File: config.mk
export PLATFORM = sky130hd
export DESIGN_NAME = controle_partida
export DESIGN_NICKNAME = d
export VERILOG_FILES = /design/src/rtl/controle_partida.sv
export SDC_FILE = /design/constraint.sdc
export NUM_CORES = 1
export LEC_CHECK = 0
export ABC_CLOCK_PERIOD_IN_PS = 9070
export CAP_MARGIN = 10
export CELL_PAD_IN_SITES_DETAIL_PLACEMENT = 0
export CELL_PAD_IN_SITES_GLOBAL_PLACEMENT = 1
export CORE_MARGIN = 2
export CORE_UTILIZATION = 30
export DETAILED_ROUTE_END_ITERATION = 7
export PLACE_DENSITY_LB_ADDON = 0.12
export SLEW_MARGIN = 20
export SYNTH_ARGS = -nofsm -noshare
export SYNTH_HDL_FRONTEND = slang
export SYNTH_SLANG_ARGS = --single-unit
File: constraint.sdc
create_clock -name clk -period 9.07 [get_ports clk]
set_clock_uncertainty 0.05 [all_clocks]
set_input_delay 2.2675 -clock clk [delete_from_list [all_inputs] [get_ports clk]]
set_output_delay 2.2675 -clock clk [all_outputs]
set_load 0.01 [all_outputs]
File: src/rtl/controle_partida.sv
// Match sequencer for the two-paddle game: round flow, scores, object
// reset / ball enable, and per-player cooldown-gated smash triggers.
module controle_partida #(
  parameter int PONTOS_VITORIA  = 5,
  parameter int CICLOS_SAQUE    = 50000000,
  parameter int CICLOS_PONTO    = 25000000,
  parameter int CICLOS_COOLDOWN = 12500000
) (
  input  logic       clk,
  input  logic       reset,
  input  logic       start_n,
  input  logic       porradao_n_p1,
  input  logic       porradao_n_p2,
  input  logic       gol_esq,
  input  logic       gol_dir,
  output logic       reset_objetos,
  output logic       bola_ativa,
  output logic       porradao_out_n_p1,
  output logic       porradao_out_n_p2,
  output logic [3:0] placar_p1,
  output logic [3:0] placar_p2,
  output logic [2:0] estado,
  output logic [1:0] vencedor,
  output logic       saque_dir
);

  typedef enum logic [2:0] {
    OCIOSO = 3'd0,
    SAQUE  = 3'd1,
    JOGO   = 3'd2,
    PONTO  = 3'd3,
    FIM    = 3'd4
  } estado_t;

  localparam logic [3:0]  VITORIA   = 4'(PONTOS_VITORIA);
  localparam logic [31:0] FIM_SAQUE = 32'(CICLOS_SAQUE - 1);
  localparam logic [31:0] FIM_PONTO = 32'(CICLOS_PONTO - 1);
  localparam logic [31:0] CD_CARGA  = 32'(CICLOS_COOLDOWN);

  estado_t     st;
  logic [31:0] cnt;
  logic [31:0] cd_p1;
  logic [31:0] cd_p2;
  logic        start_n_p0;
  logic        smash1_n_p0;
  logic        smash2_n_p0;
  logic        start_edge;
  logic        smash1_edge;
  logic        smash2_edge;
  logic [3:0]  p1_inc;
  logic [3:0]  p2_inc;

  // Falling edge = button was released last cycle and is pressed now.
  assign start_edge  = start_n_p0  & ~start_n;
  assign smash1_edge = smash1_n_p0 & ~porradao_n_p1;
  assign smash2_edge = smash2_n_p0 & ~porradao_n_p2;

  assign p1_inc = placar_p1 + 4'd1;
  assign p2_inc = placar_p2 + 4'd1;
  assign estado = st;

  // Previous-cycle button levels; loaded as released so reset never fakes an edge.
  always_ff @(posedge clk or posedge reset) begin
    if (reset) begin
      start_n_p0  <= 1'b1;
      smash1_n_p0 <= 1'b1;
      smash2_n_p0 <= 1'b1;
    end else begin
      start_n_p0  <= start_n;
      smash1_n_p0 <= porradao_n_p1;
      smash2_n_p0 <= porradao_n_p2;
    end
  end

  // Round sequencer: state, shared round counter, scores and registered scene controls.
  always_ff @(posedge clk or posedge reset) begin
    if (reset) begin
      st            <= OCIOSO;
      cnt           <= '0;
      placar_p1     <= '0;
      placar_p2     <= '0;
      vencedor      <= 2'd0;
      saque_dir     <= 1'b0;
      reset_objetos <= 1'b1;
      bola_ativa    <= 1'b0;
    end else begin
      case (st)
        OCIOSO, FIM: begin
          if (start_edge) begin
            st            <= SAQUE;
            cnt           <= '0;
            placar_p1     <= '0;
            placar_p2     <= '0;
            vencedor      <= 2'd0;
            saque_dir     <= 1'b0;
            reset_objetos <= 1'b1;
            bola_ativa    <= 1'b0;
          end
        end
        SAQUE: begin
          if (cnt == FIM_SAQUE) begin
            st            <= JOGO;
            cnt           <= '0;
            reset_objetos <= 1'b0;
            bola_ativa    <= 1'b1;
          end else begin
            cnt <= cnt + 32'd1;
          end
        end
        JOGO: begin
          // Left-edge goal takes priority when both edges report in one cycle.
          if (gol_esq) begin
            placar_p2  <= p2_inc;
            saque_dir  <= 1'b0;
            cnt        <= '0;
            bola_ativa <= 1'b0;
            if (p2_inc == VITORIA) begin
              st            <= FIM;
              vencedor      <= 2'd2;
              reset_objetos <= 1'b1;
            end else begin
              st            <= PONTO;
              reset_objetos <= 1'b0;
            end
          end else if (gol_dir) begin
            placar_p1  <= p1_inc;
            saque_dir  <= 1'b1;
            cnt        <= '0;
            bola_ativa <= 1'b0;
            if (p1_inc == VITORIA) begin
              st            <= FIM;
              vencedor      <= 2'd1;
              reset_objetos <= 1'b1;
            end else begin
              st            <= PONTO;
              reset_objetos <= 1'b0;
            end
          end
        end
        PONTO: begin
          if (cnt == FIM_PONTO) begin
            st            <= SAQUE;
            cnt           <= '0;
            reset_objetos <= 1'b1;
            bola_ativa    <= 1'b0;
          end else begin
            cnt <= cnt + 32'd1;
          end
        end
        default: begin
          st            <= OCIOSO;
          cnt           <= '0;
          reset_objetos <= 1'b1;
          bola_ativa    <= 1'b0;
        end
      endcase
    end
  end

  // Player 1 smash gate: one-cycle low pulse per accepted edge, then cooldown.
  always_ff @(posedge clk or posedge reset) begin
    if (reset) begin
      cd_p1             <= '0;
      porradao_out_n_p1 <= 1'b1;
    end else if (st != JOGO) begin
      cd_p1             <= '0;
      porradao_out_n_p1 <= 1'b1;
    end else if (smash1_edge && (cd_p1 == '0)) begin
      cd_p1             <= CD_CARGA;
      porradao_out_n_p1 <= 1'b0;
    end else begin
      porradao_out_n_p1 <= 1'b1;
      if (cd_p1 != '0) cd_p1 <= cd_p1 - 32'd1;
    end
  end

  // Player 2 smash gate: independent copy of the player 1 gate.
  always_ff @(posedge clk or posedge reset) begin
    if (reset) begin
      cd_p2             <= '0;
      porradao_out_n_p2 <= 1'b1;
    end else if (st != JOGO) begin
      cd_p2             <= '0;
      porradao_out_n_p2 <= 1'b1;
    end else if (smash2_edge && (cd_p2 == '0)) begin
      cd_p2             <= CD_CARGA;
      porradao_out_n_p2 <= 1'b0;
    end else begin
      porradao_out_n_p2 <= 1'b1;
      if (cd_p2 != '0) cd_p2 <= cd_p2 - 32'd1;
    end
  end

endmodule

==> flow_summary.json <==
{
  "status": "finished clean",
  "cap_violations": 0,
  "htree_num_levels": 4,
  "area_growth_pct": 17.5,
  "final_common_cell": "dfrtp_1",
  "postCtsSetupBuffers": 0,
  "synthCells": 726,
  "worst_slack_ns": 4.65,
  "endpoint_kind": "flip-flop",
  "ios": 25,
  "ys_seq_area_frac": 0.443,
  "nets": 751,
  "cts_tree": "yes",
  "dr_wl_met2_um": 8400,
  "synth-seq-cells": 117,
  "cp_max_fo": 22,
  "vias": 5771,
  "p_clk_frac": 0.444,
  "worst_slew_pin_slew_ns": 0.970,
  "grt_max_degree": 76,
  "yosysWarningCount": 0,
  "fmax_mhz": 226,
  "ctsResizeCount": 0,
  "combPwrFrac": 0.165,
  "dp_cells": 998,
  "setup_tns_ns": 0,
  "power_per_cell_area_mw_per_mm2": 215,
  "antenna_found_initial": 0,
  "synth_edf_count": 0,
  "post-route-period-util": 0.488,
  "internal_power_w": 0.00120,
  "wl_per_cell_um": 17.2,
  "core_mm2": 0.0218,
  "die_h_um": 153,
  "fillCellCount": 2213,
  "die_x_um": 153,
  "final_max_slew_viol_count": 0,
  "min_period_ns": 4.42,
  "first_pass_iters": 5,
  "initial_core_util": 0.305,
  "cts_made_buffers": 17,
  "clk_pin_slew_worst_paths_ns": 0.05,
  "postRouteWirelength_um": 17700,
  "syn-num-nets": 740,
  "numClockSinks": 117,
  "cp-start-kind": "input pin",
  "wl_met3_um": 610,
  "ys_async_sr_fraction": 1.00,
  "top_layer_used": "met4",
  "power_frac_seq": 0.390,
  "stdcell_area_mm2": 0.00779,
  "drive_gt1_frac": 0.100,
  "worstSetupPathType": "input pin to flip-flop",
  "stdcell_count": 1030,
  "antennaDiodeCount": 0,
  "synthDistinctLibCells": 68,
  "hold_violations": 0,
  "grt_first_pass_wirelength_um": 29600,
  "die_area_mm2": 0.0233,
  "worst-endpoint-arrival_ns": 4.70,
  "hpwl_um": 11700,
  "cts_hold_buf": 0,
  "final_antenna_net_count": 0,
  "drc": 0,
  "post-place-ws_ns": 4.23,
  "grt-ovfl-total": 0,
  "met1_length_um": 8520,
  "worstSkewPairLatency_ns": 0.42,
  "final_util": 0.358,
  "worstHoldPathType": "flip-flop to flip-flop",
  "place.port_buffers": 24,
  "via_per_inst": 5.60,
  "synthFlopType": "dfrtp_1",
  "grt_pass1_vias": 5588,
  "cp.required_ns": 9.34,
  "netlist_area_mm2": 0.00663,
  "worst_slew_margin_rel": 0.349,
  "mostFrequentLayoutCells": "dfrtp_1, nor2_1, nand2_1",
  "postPlaceCellArea_mm2": 0.00714,
  "avgSynthCellArea_um2": 9.13,
  "std_cell_rows": 54,
  "clock-root-buffer": "clkbuf_16",
  "rsz0062_at_grt": "no",
  "drt-initial-drc-count": 444,
  "leakage_nw": 3.38,
  "swShare": 0.283,
  "peakVddDrop_v": 0.000121,
  "place_congestion": 0.770,
  "cts_max_path_buffers": 2,
  "grt_usage": 0.155,
  "setup_viol": 0,
  "switchingPower_w": 0.000473
}
-- flip-flops by register name, summed over array words and instances (netlist names), 2 cells and up --
register / flops
placar_p1: 4
cd_p2: 32
estado: 3
placar_p2: 4
vencedor: 2
cnt: 32
cd_p1: 32
-- power groups by stage --
stage / sequential (W) / combinational [W] / clock [W]
2_1_floorplan: 0.000638 / 0.000191 / 0
5_1_grt: 0.000662 / 0.000309 / 0.000783
3_5_place_dp: 0.000660 / 0.000279 / 0
4_1_cts: 0.000651 / 0.000281 / 0.000760
3_3_place_gp: 0.000658 / 0.000272 / 0
6_report: 0.000652 / 0.000277 / 0.000743
-- metrics by stage --
stage / hold WS [ns] / total power, W
after floorplan: 0.392 / 0.000829
after global placement: 0.421 / 0.000930
after detailed placement: 0.433 / 0.000939
after CTS: 0.441 / 0.00169
after global routing: 0.476 / 0.00175
final: 0.436 / 0.00167
-- layer usage --
layer  vias up  GRT usage
met5         -          0
met4         0     0.0450
met3        19     0.0367
met2       122      0.248
met1      2875      0.209
li1       2755          -
-- critical path, cell delays in order --
cell,delay (ns)
clkdlybuf4s50_1,0.60
nor2_1,0.12
a22o_1,0.50
or4_1,0.71
or3_1,0.34
a21oi_1,0.16
-- final cells by class --
| cell class | instances | area, um^2 | area share |
|---|---|---|---|
| Multi-Input combinational cell | 546 | 3450 | 0.443 |
| Sequential cell | 117 | 2940 | 0.377 |
| Clock buffer | 24 | 502 | 0.0644 |
| Tap cell | 280 | 350 | 0.0450 |
| Timing Repair Buffer | 35 | 327 | 0.0419 |
| Clock inverter | 8 | 145 | 0.0186 |
| Inverter | 20 | 77.6 | 0.00996 |
-- synth_stat cells, types with 3 or more instances --
master / count / area [um^2]
a211o_1: 4 / 35.0
and4_1: 6 / 52.6
or4bb_1: 4 / 45.0
o41ai_1: 4 / 35.0
nand4_1: 27 / 169
nor2b_1: 3 / 18.8
nand2_1: 49 / 184
nor3b_1: 4 / 30.0
or3_1: 22 / 138
nand2b_1: 12 / 75.1
a31oi_1: 23 / 144
a32o_1: 4 / 40.0
o21ai_0: 37 / 185
dfstp_2: 6 / 158
mux2_2: 3 / 33.8
a21oi_1: 42 / 210
and2_1: 5 / 31.3
nand3_1: 39 / 195
clkbuf_1: 33 / 124
nor2_1: 57 / 214
xor2_1: 15 / 131
and3_1: 7 / 43.8
nand3b_1: 4 / 30.0
buf_1: 3 / 11.3
nor4b_1: 4 / 35.0
or4_1: 18 / 135
inv_1: 20 / 75.1
o31ai_1: 15 / 113
a41oi_1: 3 / 26.3
nor4_1: 21 / 131
or3b_2: 3 / 26.3
nor3_1: 25 / 125
buf_2: 5 / 25.0
o211ai_1: 9 / 67.6
ha_1: 7 / 87.6
or2_2: 5 / 31.3
xnor2_1: 21 / 184
dfrtp_1: 111 / 2780
a211oi_1: 3 / 22.5
-- logic make-up (layout without fill, tap and decap cells) --
| kind of cell | after synthesis | after routing | share of synthesized area |
|---|---|---|---|
| buffers and inverters | 63 | 87 | 0.0389 |
| DFF | 117 | 117 | 0.443 |
| adders and majority gates | 7 | 7 | 0.0132 |
| xor gates and xnor gates | 36 | 36 | 0.0476 |
| AOI/OAI and AO/OA | 170 | 170 | 0.166 |
| and+or+nand+nor | 328 | 328 | 0.283 |
| muxes | 5 | 5 | 0.00812 |
-- path summary, 6_finish.rpt --
check / startpoint / end / slack [ns] / cells past startpoint
worst min register to register: cnt[31]$_DFFE_PP0P_ / cnt[31]$_DFFE_PP0P_ / 0.44 / 1
worst max register to register: cd_p2[0]$_DFFE_PP0P_ / cd_p2[5]$_DFFE_PP0P_ / 5.66 / 7
worst max-delay path: gol_esq / cnt[27]$_DFFE_PP0P_ / 4.65 / 6
max in group asynchronous: reset / cd_p2[17]$_DFFE_PP0P_ / 5.64 / 3
min in group asynchronous: reset / placar_p1[1]$_DFFE_PP0P_ / 2.22 / 2
worst min-delay path: cnt[31]$_DFFE_PP0P_ / cnt[31]$_DFFE_PP0P_ / 0.44 / 1
Note: power is estimated with default switching activity, not from simulation.
